## src/rtl/fft_host_pkg.sv

```systemverilog
// Shared types and sizing for the FFT host bridge: FSM states, the 128-bit
// beat carried on both lanes, and the frame/beat-counter dimensions.
package fft_host_pkg;

    localparam int FRAME_BEATS_C = 8;
    localparam int CNT_W         = $clog2(FRAME_BEATS_C);
    localparam int DATA_W        = 64;

    typedef enum logic [2:0] {
        IDLE,
        FILL,
        ARM,
        LOAD,
        RUN,
        CAPT
    } state_t;

    typedef struct packed {
        logic [DATA_W-1:0] d1;
        logic [DATA_W-1:0] d0;
    } beat_t;

endpackage

```

## src/rtl/fft_host_frame_buf.sv

```systemverilog
// One-frame register file (FRAME_BEATS_C x beat_t): one synchronous write
// port, one combinational read port. Contents are deliberately not reset.
module fft_host_frame_buf
    import fft_host_pkg::*;
(
    input  logic             clk,
    input  logic             we,
    input  logic [CNT_W-1:0] waddr,
    input  beat_t            wdata,
    input  logic [CNT_W-1:0] raddr,
    output beat_t            rdata
);

    beat_t mem [FRAME_BEATS_C];

    always_ff @(posedge clk) begin
        if (we) begin
            mem[waddr] <= wdata;
        end
    end

    assign rdata = mem[raddr];

endmodule

```

## src/rtl/fft_host_bridge.sv

```systemverilog
// Stream-to-engine bridge: buffers one input frame, runs it through the FFT
// engine, and replays the captured results on a backpressured stream.
// Optional RUN watchdog with sticky ERR: define FFT_HOST_WATCHDOG_EN.
module fft_host_bridge
    import fft_host_pkg::*;
#(
    parameter int FRAME_BEATS = FRAME_BEATS_C,
    parameter int RD_LAT      = 2,
    parameter int TO_CYCLES   = 1024
) (
    input  logic              CLK,
    input  logic              RSTn,
    input  logic              S_VALID,
    output logic              S_READY,
    input  logic [DATA_W-1:0] S_D0,
    input  logic [DATA_W-1:0] S_D1,
    output logic              M_VALID,
    input  logic              M_READY,
    output logic [DATA_W-1:0] M_Q0,
    output logic [DATA_W-1:0] M_Q1,
    output logic              M_LAST,
    output logic              FFT_START,
    input  logic              FFT_DONE,
    output logic [DATA_W-1:0] FFT_D0,
    output logic [DATA_W-1:0] FFT_D1,
    input  logic [DATA_W-1:0] FFT_Q0,
    input  logic [DATA_W-1:0] FFT_Q1,
    output logic              BUSY,
    output logic              ERR
);

    localparam int OCNT_W = CNT_W + 1;
    localparam int DLY_W  = $clog2(RD_LAT + 2);

    localparam logic [CNT_W-1:0]  LAST_IDX = CNT_W'(FRAME_BEATS - 1);
    localparam logic [DLY_W-1:0]  DLY_DONE = DLY_W'(RD_LAT);
    localparam logic [OCNT_W-1:0] FULL_CNT = OCNT_W'(FRAME_BEATS);

    state_t            state, state_nxt;
    logic [CNT_W-1:0]  cnt, cnt_nxt;
    logic [DLY_W-1:0]  dly, dly_nxt;
    logic [OCNT_W-1:0] out_cnt, out_cnt_nxt;

    logic              in_we, out_we;
    logic [CNT_W-1:0]  out_raddr;
    beat_t             in_rd, out_rd;

`ifdef FFT_HOST_WATCHDOG_EN
    localparam int WD_W = $clog2(TO_CYCLES + 1);
    localparam logic [WD_W-1:0] WD_LAST = WD_W'(TO_CYCLES - 1);

    logic [WD_W-1:0] wd, wd_nxt;
    logic            err, err_nxt;
`endif

    fft_host_frame_buf u_in_buf (
        .clk   (CLK),
        .we    (in_we),
        .waddr (cnt),
        .wdata ({S_D1, S_D0}),
        .raddr (cnt),
        .rdata (in_rd)
    );

    fft_host_frame_buf u_out_buf (
        .clk   (CLK),
        .we    (out_we),
        .waddr (cnt),
        .wdata ({FFT_Q1, FFT_Q0}),
        .raddr (out_raddr),
        .rdata (out_rd)
    );

    always_ff @(posedge CLK or negedge RSTn) begin
        if (!RSTn) begin
            state   <= IDLE;
            cnt     <= '0;
            dly     <= '0;
            out_cnt <= '0;
        end else begin
            state   <= state_nxt;
            cnt     <= cnt_nxt;
            dly     <= dly_nxt;
            out_cnt <= out_cnt_nxt;
        end
    end

    // cnt is shared by FILL (write index), LOAD (read index) and CAPT (capture
    // index); each phase ends on the wrap back to 0, so the next starts clean.
    always_comb begin
        state_nxt   = state;
        cnt_nxt     = cnt;
        dly_nxt     = dly;
        out_cnt_nxt = out_cnt;
        in_we       = 1'b0;
        out_we      = 1'b0;
        S_READY     = 1'b0;
        FFT_START   = 1'b0;
`ifdef FFT_HOST_WATCHDOG_EN
        wd_nxt      = '0;
        err_nxt     = err;
`endif
        if (M_VALID && M_READY) begin
            out_cnt_nxt = out_cnt - 1'b1;
        end

        case (state)
            IDLE: state_nxt = FILL;
            FILL: begin
                S_READY = 1'b1;
                if (S_VALID) begin
                    in_we   = 1'b1;
                    cnt_nxt = cnt + 1'b1;
                    if (cnt == LAST_IDX) begin
                        state_nxt = ARM;
                    end
                end
            end
            ARM: begin
                if (out_cnt == '0 && !M_VALID) begin
                    FFT_START = 1'b1;
                    state_nxt = LOAD;
                end
            end
            LOAD: begin
                cnt_nxt = cnt + 1'b1;
                if (cnt == LAST_IDX) begin
                    state_nxt = RUN;
                end
            end
            RUN: begin
                if (FFT_DONE) begin
                    dly_nxt   = DLY_W'(1);
                    state_nxt = CAPT;
                end
`ifdef FFT_HOST_WATCHDOG_EN
                else if (wd == WD_LAST) begin
                    err_nxt   = 1'b1;
                    state_nxt = FILL;
                end else begin
                    wd_nxt = wd + 1'b1;
                end
`endif
            end
            CAPT: begin
                if (dly != DLY_DONE) begin
                    dly_nxt = dly + 1'b1;
                end else begin
                    out_we  = 1'b1;
                    cnt_nxt = cnt + 1'b1;
                    if (cnt == LAST_IDX) begin
                        out_cnt_nxt = FULL_CNT;
                        state_nxt   = FILL;
                    end
                end
            end
            default: state_nxt = IDLE;
        endcase
    end

`ifdef FFT_HOST_WATCHDOG_EN
    always_ff @(posedge CLK or negedge RSTn) begin
        if (!RSTn) begin
            wd  <= '0;
            err <= 1'b0;
        end else begin
            wd  <= wd_nxt;
            err <= err_nxt;
        end
    end

    assign ERR = err;
`else
    logic unused_cfg;
    assign unused_cfg = (TO_CYCLES == 0);
    assign ERR        = 1'b0;
`endif

    // out_cnt counts down, so FULL_CNT - out_cnt walks the buffer 0..7.
    assign out_raddr = CNT_W'(FULL_CNT - out_cnt);
    assign M_VALID   = (out_cnt != '0);
    assign M_LAST    = (out_cnt == OCNT_W'(1));
    assign M_Q0      = M_VALID ? out_rd.d0 : '0;
    assign M_Q1      = M_VALID ? out_rd.d1 : '0;

    assign FFT_D0    = (state == LOAD) ? in_rd.d0 : '0;
    assign FFT_D1    = (state == LOAD) ? in_rd.d1 : '0;
    assign BUSY      = (state != IDLE);

endmodule

```

## config.mk

```make
export PLATFORM = sky130hd
export DESIGN_NAME = fft_host_bridge
export DESIGN_NICKNAME = d
export VERILOG_FILES = /design/src/rtl/fft_host_pkg.sv /design/src/rtl/fft_host_frame_buf.sv /design/src/rtl/fft_host_bridge.sv
export SDC_FILE = /design/constraint.sdc
export NUM_CORES = 2
export LEC_CHECK = 0
export CORE_UTILIZATION = 45
export CTS_CLUSTER_SIZE = 20
export DETAILED_ROUTE_END_ITERATION = 7
export HOLD_SLACK_MARGIN = 0.15
export SYNTH_ARGS = -nofsm -noshare
export SYNTH_HDL_FRONTEND = slang
export SYNTH_SLANG_ARGS = --single-unit
```

## constraint.sdc

```tcl
create_clock -name CLK -period 31.7 [get_ports CLK]
set_clock_uncertainty 0.05 [all_clocks]
set_input_delay 4.755 -clock CLK [delete_from_list [all_inputs] [get_ports CLK]]
set_output_delay 4.755 -clock CLK [all_outputs]
set_load 0.01 [all_outputs]
```

# Word level (Yosys, flattened, before mapping)
# Memories as Yosys holds them, arrays and structs flattened.
# Cells that the tools add are included.
[op_classes] add_sub_neg=4 n_eq_ne=16 mux=33 n_reduce_logical=12
[ops] op="64-bit two-way mux" n=4
[ops] op="3-bit two-way mux" n=9
[ops] op="2-bit inequality test, second input constant" n=9
[ops] op="3-bit case mux with 6 select lines" n=1
[ops] op="4-bit two-way mux" n=4
[ops] op="1-bit two-way mux" n=11
[ops] op="3-bit equality test, second input constant" n=3
[ops] op="3-bit case mux with 3 select lines" n=1
[ops] op="7-bit AND reduction" n=1
[ops] op="3-bit by 2-bit equality test with 1-bit output, second input constant" n=2
[ops] op="3-bit AND reduction" n=2
[ops] op="3-bit nonzero test" n=2
[ops] op="4-bit by 1-bit equality test with 1-bit output, second input constant" n=1
[ops] op="4-bit logical NOT" n=1
[ops] op="2-bit two-way mux" n=2
[ops] op="2-bit case mux with 2 select lines" n=1
[ops] op="4-bit nonzero test" n=1
[ops] op="4-bit by 1-bit subtractor with 4-bit output, second input constant" n=1
[ops] op="3-bit by 1-bit adder with 3-bit output, second input constant" n=1
[ops] op="3-bit by 1-bit equality test with 1-bit output, second input constant" n=1
[ops] op="3-bit logical NOT" n=1
[ops] op="1-bit by 3-bit subtractor with 3-bit output, first input constant" n=1
[ops] op="2-bit by 1-bit adder with 2-bit output, second input constant" n=1
[ops] op="1-bit logical AND" n=2
[ops] op="other kinds (2)" n=2
[totals] regBits=12 ramBits=2048 input_bits=261 out_inout_bits=262 elab_cells=71 n_memories=2
[memory_table] memory="u_in_buf.mem" depth=8 word_bits=128 read_ports=1 rd_clocked_by_memory_dff=0 write_ports=1 line_no="fft_host_frame_buf.sv:14" text="beat_t mem [FRAME_BEATS_C];"
[memory_table] memory="u_out_buf.mem" depth=8 word_bits=128 read_ports=1 rd_clocked_by_memory_dff=0 write_ports=1 line_no="fft_host_frame_buf.sv:14"

# Depth between registers and ports, before layout
[logic_depth] depth_word=6 mapped_depth=11 ltp_nobuf=7

# Cells and area by module
# A second synthesis with hierarchy kept.
[unflattened] hier_cells=3344 hier_area_um2=80455.9
[by_module_without_submodules] mod="fft_host_frame_buf" n_inst=2 cells_per_inst=1492 area_each_um2=38992.4 seq_area_each_um2=30749.5
[by_module_without_submodules] mod="fft_host_bridge" n_inst=1 cells_per_inst=360 area_each_um2=2471.1 seq_area_each_um2=300.3

# Worst setup path before layout
# Ideal clock, no wire load.
[synth_timing] path_kind="in2reg" start="input port S_VALID" end="memory u_in_buf.mem[0][0] (netlist name) (enable)" setup_time_ns=0.929 arrival_time_ns=16.939 t_required_ns=30.721 slack_ns=13.781 cell_stages=2 path_buffers=0 cell_sequence="nand2_1 nor4_1"
[synth_via] elab_chain_cells=4
[synth_lines] item="from (decl)" line_no="fft_host_bridge.sv:13" text="input logic S_VALID,"
[synth_lines] item="1-bit two-way mux" line_no="fft_host_bridge.sv:111" text="if (S_VALID) begin"
[synth_lines] item="1-bit two-way mux" line_no="fft_host_bridge.sv:107" text="case (state)"
[synth_lines] item="1-bit two-way mux" line_no="fft_host_frame_buf.sv:17" text="if (we) begin"
[synth_lines] item="1-bit two-way mux (not written as such)" line_no="fft_host_frame_buf.sv:18" text="mem[waddr] <= wdata;"
[synth_lines] item="to (decl)" line_no="fft_host_frame_buf.sv:14"
# No other way between the ends.

# Worst setup path after layout
[layout_timing] start="register out_cnt[0]" end="output port M_Q0[36]"
[layout_via] elab_chain_cells=3 elab_cells_between_ends=4 classes_between="add/sub: 1; mux: 1; reduce/logical: 1; memory: 1"
[layout_lines] item="from (decl)" line_no="fft_host_bridge.sv:42" text="logic [OCNT_W-1:0] out_cnt, out_cnt_nxt;"
[layout_lines] item="from (signal assigned)" line_no="fft_host_bridge.sv:84" text="out_cnt <= out_cnt_nxt;"
[layout_lines] item="1-bit by 3-bit subtractor with 3-bit output" line_no="fft_host_bridge.sv:180" text="assign out_raddr = CNT_W'(FULL_CNT - out_cnt);"
[layout_lines] item="memory read 8 x 128 bit"
[layout_lines] item="64-bit two-way mux *" line_no="fft_host_bridge.sv:183" text="assign M_Q0 = M_VALID ? out_rd.d0 : '0;"
[layout_lines] item="to (decl)" line_no="fft_host_bridge.sv:19" text="output logic [DATA_W-1:0] M_Q0,"
# Every way passes the cells marked *; elsewhere a longest branch is shown, timed or not.

==> summary.txt <==
status = finished clean
Data required, critical path = 26.90 ns
Worst Reg-to-Reg Cells = 4
dpl cells = 6,561
Resized Gates After CTS = 0
post-synthesis mux area share = 12.4%
Avg Cell Area, Syn = 20.1 µm²
HP Start = out_cnt[1]
HPWL after DPL = 102 mm
Final ANT Viol Nets = 0
GP Congestion = 0.758
CTS tree = yes
Final Instance Count excl. Fillers = 6,956
Hold Path Sink = out_cnt[1]
most frequent cells in the layout = 2,048 x edfxtp_1, 521 x clkdlybuf4s50_1, 350 x mux4_2
Async SR Flop Fraction = 0.583%
first-pass GRT wire length = 276 mm
number of synthesis warnings = 0
Worst Setup SP = out_cnt[0]
clk sink count = 2,060
Post-DP Area = 86,300 µm²
Max Freq = 97.6 MHz
FF-to-FF Start = cnt[1]
postcts setup bufs = 0
1st-iter DRT viols = 2,866
post-synth top area cell = edfxtp_1
Initial Util = 45.5%
crit path max fanout = 67
Synth Net Count = 4,172
Post-synth EDFFs = 2,048
GRT Total Usage = 21.6%
Mapped Cells = 3,906
Least-Margin Pin Slew = 1.11 ns
core area = 172,000 µm²
commonest non-fill, non-tap cell in the layout = edfxtp_1
RSZ-0062 raised after global routing = false
Slowest Stage Delay on Critical Path = 0.89 ns
Netlist cell types = 53
Die Area = 176,000 µm²
top cell type's share of synthesized area = 78.3%
H-tree Lvls = 4
ys flop type = edfxtp_1
# nets final = 4,725
Synth area leaders = edfxtp_1 78%, mux4_2 10%, mux2i_1 1.9%
Startpoint Class = flop
slowest cell on the critical path = buf_4
final period utilization = 32.3%
Leak = 29.3 nW
footprint of the multi-input gates = 15,600 µm²
ratio of cells with drive above 1 in the final layout = 16.3%
DR vias = 39,400
FP Rows = 152
sequential-to-total area share from yosys stat = 78.7%
Adder-Cell Fraction of Synth Area = 0.0797%
Setup CP Type = flop to output pin
vias per inst = 5.66
clk slew on worst S/H paths = 0.06 ns
Worst Path Arrival = 5.44 ns
Util after Layout = 53.7%
clock latency on the worst-skew pair = 0.84 ns
initial antenna violation count = 49
worst hold margin = 0.507 ns
Max-Cap Viols = 0
final hold violations = 0
hold depth = 2
Die Ht = 420 µm
Root Driver = clkbuf_16
GR Overflow Total = 0
vias in the first global route = 39,300
CP Cell Sequence = inv_1 -> ha_4 -> buf_4 -> buf_4 -> mux4_2 -> nand2_1 -> a21oi_1 -> clkdlybuf4s50_1
reg-to-reg endpoint = u_in_buf.mem[2][0]
Max Slew Vio Count = 0
critical path's most frequent cell = buf_4
maximum vdd drop = 0.000130 V
Worst Setup End Kind = output pin
final setup fails = 0
# IOs = 523
DRC = 0
Final Critical Period = 10.24 ns
DRT Pass-1 Iters = 5
R2R setup slack = 27.01 ns
CTS Buffer Depth = 3
setup_tns = 0 ns
FF+latch area = 61,800 µm²
post-synthesis compound-gate area fraction = 4.76%
Simple-Gate Fraction of Synth Area = 2.41%
Cell Area, Synth = 78,500 µm²
Power Dens Cells = 94.0 nW/µm²
PortBufs = 521
Num CTS Buffers = 206
post-route cell area = 92,600 µm²
slew margin rel. = 25.0%
largest family of logic cells by synthesized area = multiplexers
Seq cells post-synth = 2,060
Post-Synth XOR/XNOR Area = 0.0446%
# fillers = 13,400
P&R area growth vs syn = 17.9%
Hold Buf Count CTS = 0
Detailed Route WL = 191 mm
Chip Width = 420 µm
Hold Crit Class = flop to flop
WL/cell = 27.5 µm
largest net degree at the start of global routing = 131
[sequential cells by signal (all words and copies together), names as in the netlist]
| name | count |
|---|---|
| cnt | 3 |
| u_out_buf.mem | 1024 |
| out_cnt | 4 |
| u_in_buf.mem | 1024 |
| dly | 2 |
| state | 3 |
[per-layer routing]
metal	wire length, µm	vias up	track usage (%)
li1	-	17100	-
met1	75700	20800	27.6
met2	97900	1091	36.0
met3	10500	346	4.13
met4	6990	30	9.55
met5	224	-	0
[logic make-up (layout without fill, tap and decap cells)]
logic type | count (synthesis) | in the layout
fa+ha+maj | 5 | 5
simple gates | 467 | 467
xor+xnor | 4 | 4
flops | 2060 | 2060
other cells | 1 | 21
compound gates | 585 | 585
buf+inv | 253 | 973
mux | 531 | 531
[through the flow]
| stage | power (W) | worst slack, ns |
|---|---|---|
| finish | 0.00870 | 21.46 |
| global route | 0.00908 | 21.16 |
| CTS | 0.00882 | 21.25 |
| detailed placement | 0.00654 | 22.21 |
| global placement | 0.00653 | 22.22 |
| floorplan | 0.00524 | 13.78 |
[Yosys cell counts (47+ instances only)]
cell type / n
edfxtp_1: 2048
mux4_2: 350
nand2_1: 338
a21oi_1: 247
mux2i_1: 152
buf_2: 99
a22oi_1: 86
clkbuf_1: 75
nor2_1: 63
o22ai_1: 50
buf_4: 47
o21a_1: 47
[cell type report]
type / instances / share of cell area (%)
Antenna cell: 20 / 0.0541
Clock buffer: 278 / 5.95
Clock inverter: 97 / 0.831
Inverter: 7 / 0.0284
Multi-Input combinational cell: 1593 / 16.9
Sequential cell: 2060 / 66.8
Tap cell: 2310 / 3.12
Timing Repair Buffer: 591 / 6.36
[worst max-delay path: cells and delay by family, from the launching register on]
kind	cells	cell delay (ns)
DFF	1	0.62
and+or+nand+nor	1	0.06
buffers and inverters	4	2.35
muxes	1	0.37
adders and majority gates	1	0.80
AOI/OAI and AO/OA	1	0.31
[where the power goes]
part	internal [W]	switching (W)	leakage (nW)
logic	0.00138	0.00178	7.67
registers	0.00320	0.0000784	18.6
clock network	0.00126	0.00101	3.06
total	0.00584	0.00286	29.3
[worst max path at each step]
stage	endpoint	cells past startpoint	slack, ns
final	M_Q0[36]	8	21.46
after CTS	M_Q0[36]	8	21.25
after global placement	M_Q0[36]	8	22.22
after detailed placement	M_Q0[36]	8	22.21
after floorplan	u_in_buf.mem[0][0]	2	13.78
after global routing	M_Q0[36]	8	21.16
(Power assumes the default switching activity.)
